## src/rtl/quad_pkg.sv

```systemverilog
// Shared encodings for the quadrature decoder: phase constants, FSM states,
// step codes and the Gray-code step classifier.
package quad_pkg;

   localparam logic [1:0] PH_00 = 2'b00;
   localparam logic [1:0] PH_10 = 2'b10;
   localparam logic [1:0] PH_11 = 2'b11;
   localparam logic [1:0] PH_01 = 2'b01;

   typedef enum logic {SETTLE, TRACK} state_e;

   typedef enum logic [1:0] {STEP_NONE, STEP_UP, STEP_DN, STEP_ERR} step_e;

   // Successor of a phase when turning in the up (A leads B) direction.
   function automatic logic [1:0] next_up(input logic [1:0] ph);
      case (ph)
         PH_00:   next_up = PH_10;
         PH_10:   next_up = PH_11;
         PH_11:   next_up = PH_01;
         default: next_up = PH_00;
      endcase
   endfunction

   function automatic step_e decode_step(input logic [1:0] prev, input logic [1:0] cur);
      if (cur == prev)
         decode_step = STEP_NONE;
      else if ((cur ^ prev) == 2'b11)
         decode_step = STEP_ERR;
      else if (cur == next_up(prev))
         decode_step = STEP_UP;
      else
         decode_step = STEP_DN;
   endfunction

endpackage

```

## src/rtl/debounce_filter.sv

```systemverilog
// One encoder channel: multi-flop synchronizer followed by a stability filter
// that accepts a new level only after DEBOUNCE_CYCLES consecutive cycles.
module debounce_filter #(
   parameter int SYNC_STAGES     = 2,
   parameter int DEBOUNCE_CYCLES = 16
) (
   input  logic clk,
   input  logic reset,
   input  logic raw_i,
   output logic filt_o
);

   localparam int CNT_W = $clog2(DEBOUNCE_CYCLES + 1);
   localparam logic [CNT_W-1:0] CNT_LAST = CNT_W'(DEBOUNCE_CYCLES);
   localparam logic [CNT_W-1:0] CNT_ONE  = CNT_W'(1);

   logic [SYNC_STAGES-1:0] sync_q;
   logic                   sync_s;
   logic                   filt_q, filt_d;
   logic [CNT_W-1:0]       cnt_q, cnt_d;

   assign sync_s = sync_q[SYNC_STAGES-1];
   assign filt_o = filt_q;

   // Any cycle where the synchronized level agrees with the filter restarts the count.
   always_comb begin
      filt_d = filt_q;
      cnt_d  = '0;
      if (sync_s != filt_q) begin
         if (cnt_q + CNT_ONE == CNT_LAST)
            filt_d = sync_s;
         else
            cnt_d = cnt_q + CNT_ONE;
      end
   end

   always_ff @(posedge clk or posedge reset) begin
      if (reset) begin
         sync_q <= '0;
         filt_q <= 1'b0;
         cnt_q  <= '0;
      end else begin
         sync_q <= {sync_q[SYNC_STAGES-2:0], raw_i};
         filt_q <= filt_d;
         cnt_q  <= cnt_d;
      end
   end

endmodule

```

## src/rtl/quadrature_decoder.sv

```systemverilog
// Quadrature encoder front end: debounced A/B phase, step decode, detent
// accumulator and a settle window that hides the post-reset phase.
module quadrature_decoder
   import quad_pkg::*;
#(
   parameter int SYNC_STAGES     = 2,
   parameter int DEBOUNCE_CYCLES = 16,
   parameter int STEPS_PER_TICK  = 4
) (
   input  logic clk,
   input  logic reset,
   input  logic enc_a,
   input  logic enc_b,
   output logic tick,
   output logic up_down,
   output logic err
);

   localparam int ACC_W      = $clog2(STEPS_PER_TICK) + 1;
   localparam int SETTLE_LEN = SYNC_STAGES + DEBOUNCE_CYCLES + 1;
   localparam int ST_W       = $clog2(SETTLE_LEN + 1);

   localparam logic signed [ACC_W-1:0] ACC_MAX = ACC_W'(STEPS_PER_TICK - 1);
   localparam logic signed [ACC_W-1:0] ACC_MIN = ACC_W'(-(STEPS_PER_TICK - 1));
   localparam logic signed [ACC_W-1:0] ACC_ONE = ACC_W'(1);
   localparam logic [ST_W-1:0] SETTLE_LAST = ST_W'(SETTLE_LEN - 1);
   localparam logic [ST_W-1:0] ST_ONE      = ST_W'(1);

   logic                    f_a, f_b;
   logic [1:0]              phase;
   step_e                   step;
   state_e                  state_q, state_d;
   logic [ST_W-1:0]         settle_q, settle_d;
   logic [1:0]              prev_q, prev_d;
   logic signed [ACC_W-1:0] acc_q, acc_d;
   logic                    tick_q, tick_d;
   logic                    err_q, err_d;
   logic                    up_down_q, up_down_d;

   debounce_filter #(.SYNC_STAGES(SYNC_STAGES), .DEBOUNCE_CYCLES(DEBOUNCE_CYCLES)) u_deb_a (
      .clk(clk), .reset(reset), .raw_i(enc_a), .filt_o(f_a)
   );

   debounce_filter #(.SYNC_STAGES(SYNC_STAGES), .DEBOUNCE_CYCLES(DEBOUNCE_CYCLES)) u_deb_b (
      .clk(clk), .reset(reset), .raw_i(enc_b), .filt_o(f_b)
   );

   assign phase = {f_a, f_b};
   assign step  = decode_step(prev_q, phase);

   always_comb begin
      state_d   = state_q;
      settle_d  = settle_q;
      prev_d    = phase;
      acc_d     = acc_q;
      tick_d    = 1'b0;
      err_d     = 1'b0;
      up_down_d = up_down_q;
      if (state_q == SETTLE) begin
         if (settle_q == SETTLE_LAST)
            state_d = TRACK;
         else
            settle_d = settle_q + ST_ONE;
      end else begin
         case (step)
            STEP_UP: begin
               if (acc_q == ACC_MAX) begin
                  tick_d    = 1'b1;
                  up_down_d = 1'b1;
                  acc_d     = '0;
               end else begin
                  acc_d = acc_q + ACC_ONE;
               end
            end
            STEP_DN: begin
               if (acc_q == ACC_MIN) begin
                  tick_d    = 1'b1;
                  up_down_d = 1'b0;
                  acc_d     = '0;
               end else begin
                  acc_d = acc_q - ACC_ONE;
               end
            end
            STEP_ERR: begin
               err_d = 1'b1;
               acc_d = '0;
            end
            default: ;
         endcase
      end
   end

   always_ff @(posedge clk or posedge reset) begin
      if (reset) begin
         state_q   <= SETTLE;
         settle_q  <= '0;
         prev_q    <= PH_00;
         acc_q     <= '0;
         tick_q    <= 1'b0;
         err_q     <= 1'b0;
         up_down_q <= 1'b1;
      end else begin
         state_q   <= state_d;
         settle_q  <= settle_d;
         prev_q    <= prev_d;
         acc_q     <= acc_d;
         tick_q    <= tick_d;
         err_q     <= err_d;
         up_down_q <= up_down_d;
      end
   end

   assign tick    = tick_q;
   assign err     = err_q;
   assign up_down = up_down_q;

endmodule

```

## config.mk

```make
export PLATFORM = sky130hd
export DESIGN_NAME = quadrature_decoder
export DESIGN_NICKNAME = d
export VERILOG_FILES = /design/src/rtl/quad_pkg.sv /design/src/rtl/debounce_filter.sv /design/src/rtl/quadrature_decoder.sv
export SDC_FILE = /design/constraint.sdc
export NUM_CORES = 1
export LEC_CHECK = 0
export BUFFER_PORTS_ARGS = -buffer_cell sky130_fd_sc_hd__buf_2
export CAP_MARGIN = 20
export CORE_UTILIZATION = 35
export DETAILED_ROUTE_END_ITERATION = 7
export PLACE_DENSITY_LB_ADDON = 0.05
export SETUP_SLACK_MARGIN = 0.2
export SYNTH_ARGS = -nofsm -noshare
export SYNTH_HDL_FRONTEND = slang
export SYNTH_SLANG_ARGS = --single-unit
export TNS_END_PERCENT = 100
```

## constraint.sdc

```tcl
create_clock -name clk -period 2 [get_ports clk]
set_clock_uncertainty 0.05 [all_clocks]
set_input_delay 0.4 -clock clk [delete_from_list [all_inputs] [get_ports clk]]
set_output_delay 0.4 -clock clk [all_outputs]
set_load 0.1 [all_outputs]
```

==> results.sh <==
export IMPL_run_status="finished clean"
export IMPL_post_cts_hold_buffer_count=0
export IMPL_layout_core_utilization=0.4252
export IMPL_cp_required_ns=2.10
export IMPL_worstHoldPathType="primary input to asynchronous set/reset pin"
export IMPL_powerDensity_nw_per_um2=671.6
export IMPL_drt_pass1_iter_count=4
export IMPL_critical_path_buf_inv_count=0
export IMPL_std_cell_rows=23
export IMPL_worst_setup_path_start_kind="register"
export IMPL_cp_top_family="flip-flops"
export IMPL_grt_start_max_net_pins=31
export IMPL_cts_root_buf="clkbuf_8"
export IMPL_vdd_ir_drop_max_mv=0.3796
export IMPL_core_region_area_um2=4058
export IMPL_die_height_um=67.44
export IMPL_timing_critical_path_slowest_cell_delay_ns=0.45
export IMPL_vias=989
export IMPL_leak_pwr_nw=0.7388
export IMPL_antenna_found_initial=0
export IMPL_final_cell_mix="dfrtp_1 (27), nor2_1 (12), inv_1 (11), nand2_1 (11), xnor2_1 (10)"
export IMPL_crit_chain="ha_4, and2_1, a21oi_1, o32ai_4, mux2_1"
export IMPL_worst_hold_margin_ns=0.1511
export IMPL_report_final_setup_viol=0
export IMPL_synthesis_instances=142
export IMPL_drive_gt1_frac=0.1859
export IMPL_worst_slew_margin_rel=0.6790
export IMPL_finalHoldViolations=0
export IMPL_numCtsBuffers=5
export IMPL_worst_setup_hold_path_clk_slew_ns=0.06
export IMPL_synth_nets=156
export IMPL_top_level_ports=7
export IMPL_area_growth_pct=15.11
export IMPL_die_area_um2=4548
export IMPL_h_tree_depth=2
export IMPL_post_route_min_period_ns=1.715
export IMPL_route_detailed_wl_per_inst_um=11.78
export IMPL_postPlaceCellArea_um2=1594
export IMPL_synth_area_um2=1499
export IMPL_drt_first_iter_violations=40
export IMPL_via_per_inst=4.801
export IMPL_antenna_violating_nets_post_route=0
export IMPL_first_global_vias=1045
export IMPL_clk_insertion_delay_late_ns=0.27
export IMPL_die_width_um=67.44
export IMPL_worst_setup_path_end_kind="register"
export IMPL_placed_cells_incl_taps=198
export IMPL_worst_setup_path_type="register to register"
export IMPL_routabilityCongestion=0.7653
export IMPL_grt_pass1_wl_um=4436
export IMPL_postSynthAreaPerCell_um2=10.56
export IMPL_tightest_slew_ns=0.4848
export IMPL_finalMaxSlewViolations=0
export IMPL_max_freq_mhz=583.2
export IMPL_grt_overflow_total=0
export IMPL_numPortBuffers=6
export IMPL_synth_ff_latch_count=30
export IMPL_design_area_um2=1725
export IMPL_nets=171
export IMPL_yosys_cell_types_count=36
export IMPL_wl_um=2426
export IMPL_ys_seq_area_frac=0.5017
export IMPL_finalSetupTns_ns=0
export IMPL_synth_warnings=0
export IMPL_cts_num_sinks=30
export IMPL_antenna_diode_count=0
export IMPL_floorplan_initialDensity=0.3694
export IMPL_share_of_the_clock_period_used_by_the_worst_path_after_layout=0.8573
export IMPL_cts_tree="done"
export IMPL_mostFrequentLayoutCell="dfrtp_1"
export IMPL_fin_cells=206
export IMPL_track_usage=0.1344
export IMPL_grt_setup_unrepaired="no"
export IMPL_place_detailed_hpwl_um=1632
export IMPL_route_detailed_drc=0
export IMPL_cp_slowest_cell="dfrtp_1"
export IMPL_max_cap_violations=0
export IMPL_cts_max_path_buffers=2
export IMPL_critical_path_max_fanout=5
export IMPL_worst_ep_arrival_time_ns=1.81
layout make-up:
cell class / count / area (µm²)
multi-input cells: 99 / 724.4
flip-flops and latches: 30 / 754.5
fillers: 404 / 2332
clock buffers: 6 / 82.58
inverters: 11 / 41.29
well taps: 50 / 62.56
repair buffers: 10 / 60.06
cell families (layout without fill, tap and decap cells):
kind of cell               Yosys count  after routing  synth area share
adders and majority gates           10             10           0.08347
xor gates and xnor gates            13             13           0.08597
and+or+nand+nor                     49             49            0.1661
buffers and inverters               13             27           0.03589
AOI/OAI and AO/OA                   24             24            0.1052
muxes                                3              3           0.02170
DFF                                 30             30            0.5017
worst reg2reg max path: stages, from the launching register on:
cell,delay [ns]
dfrtp_1,0.45
ha_4,0.20
and2_1,0.15
a21oi_1,0.28
o32ai_4,0.15
mux2_1,0.33
final timing paths:
kind	startpoint	endpoint	slack, ns	cells after the start
min in group clk	enc_a	u_deb_a.sync_q[0]$_DFF_PP0_	0.19	1
max	u_deb_a.cnt_q[1]$_DFF_PP0_	u_deb_a.filt_o$_DFFE_PP0P_	0.29	5
min	reset	state_q$_DFF_PP0_	0.15	3
min reg2reg	u_deb_b.sync_q[0]$_DFF_PP0_	u_deb_b.sync_q[1]$_DFF_PP0_	0.30	0
max in group asynchronous	reset	up_down$_DFFE_PP1P_	1.43	3
max reg2reg	u_deb_a.cnt_q[1]$_DFF_PP0_	u_deb_a.filt_o$_DFFE_PP0P_	0.29	5
sequential cells by signal (all words and copies together) (netlist names):
name / count
acc_q: 3
err: 1
prev_q: 2
settle_q: 5
state_q: 1
tick: 1
u_deb_a.cnt_q: 5
u_deb_a.filt_o: 1
u_deb_a.sync_q: 2
u_deb_b.cnt_q: 5
u_deb_b.filt_o: 1
u_deb_b.sync_q: 2
up_down: 1
what timing repair did:
action,in CTS,in global routing
hold endpoints to repair,0,0
setup buffers,0,2
pin swaps,0,0
resized for setup,1,6
endpoints found under the setup margin,3,5
synthesized netlist by cell type (all sizes together):
master   count  share of area
o22ai        1         0.0042
xnor2       10          0.058
a211oi       1         0.0050
o21ai        7          0.026
nor3         2         0.0067
xor2         3          0.028
mux2i        1         0.0067
nor2        12          0.030
ha          10          0.083
nand3        8          0.030
nand4        1         0.0042
o21a         1         0.0050
nor3b        1         0.0050
dfstp        1          0.018
a21oi        8          0.027
mux2         2          0.015
o32ai        1          0.011
dfrtp       29           0.48
and2         1         0.0042
inv         11          0.028
buf          2         0.0083
and3         3          0.016
nand3b       1         0.0050
o211ai       1         0.0050
a31oi        2         0.0083
nand2       11          0.028
o31ai        1         0.0083
nand2b       3          0.013
a2bb2oi      1         0.0058
nor2b        6          0.025
metal layers:
| layer | part of all wire | wire [µm] | track usage | up-vias |
|---|---|---|---|---|
| li1 | - | - | - | 500 |
| met1 | 0.47 | 1150 | 0.1582 | 477 |
| met2 | 0.49 | 1190 | 0.2188 | 10 |
| met3 | 0.031 | 76 | 0.06081 | 2 |
| met4 | 0.0041 | 10 | 0.03989 | 0 |
| met5 | 0 | 0 | 0 | - |
power breakdown:
group | switching, mW | leakage [nW] | internal (mW) | total, mW
Clock | 0.202 | 0.0431 | 0.265 | 0.467
Sequential | 0.0149 | 0.382 | 0.621 | 0.636
Combinational | 0.0319 | 0.314 | 0.0240 | 0.0560
through the flow:
| stage | worst slack (ns) | total power [mW] |
|---|---|---|
| after detailed placement | 0.1827 | 0.6977 |
| after global routing | 0.1954 | 1.228 |
| final | 0.2854 | 1.159 |
| after CTS | 0.2235 | 1.177 |
| after floorplan | 0.3438 | 0.6790 |
| after global placement | 0.2408 | 0.6969 |
Power figures use the tool's default switching activity.
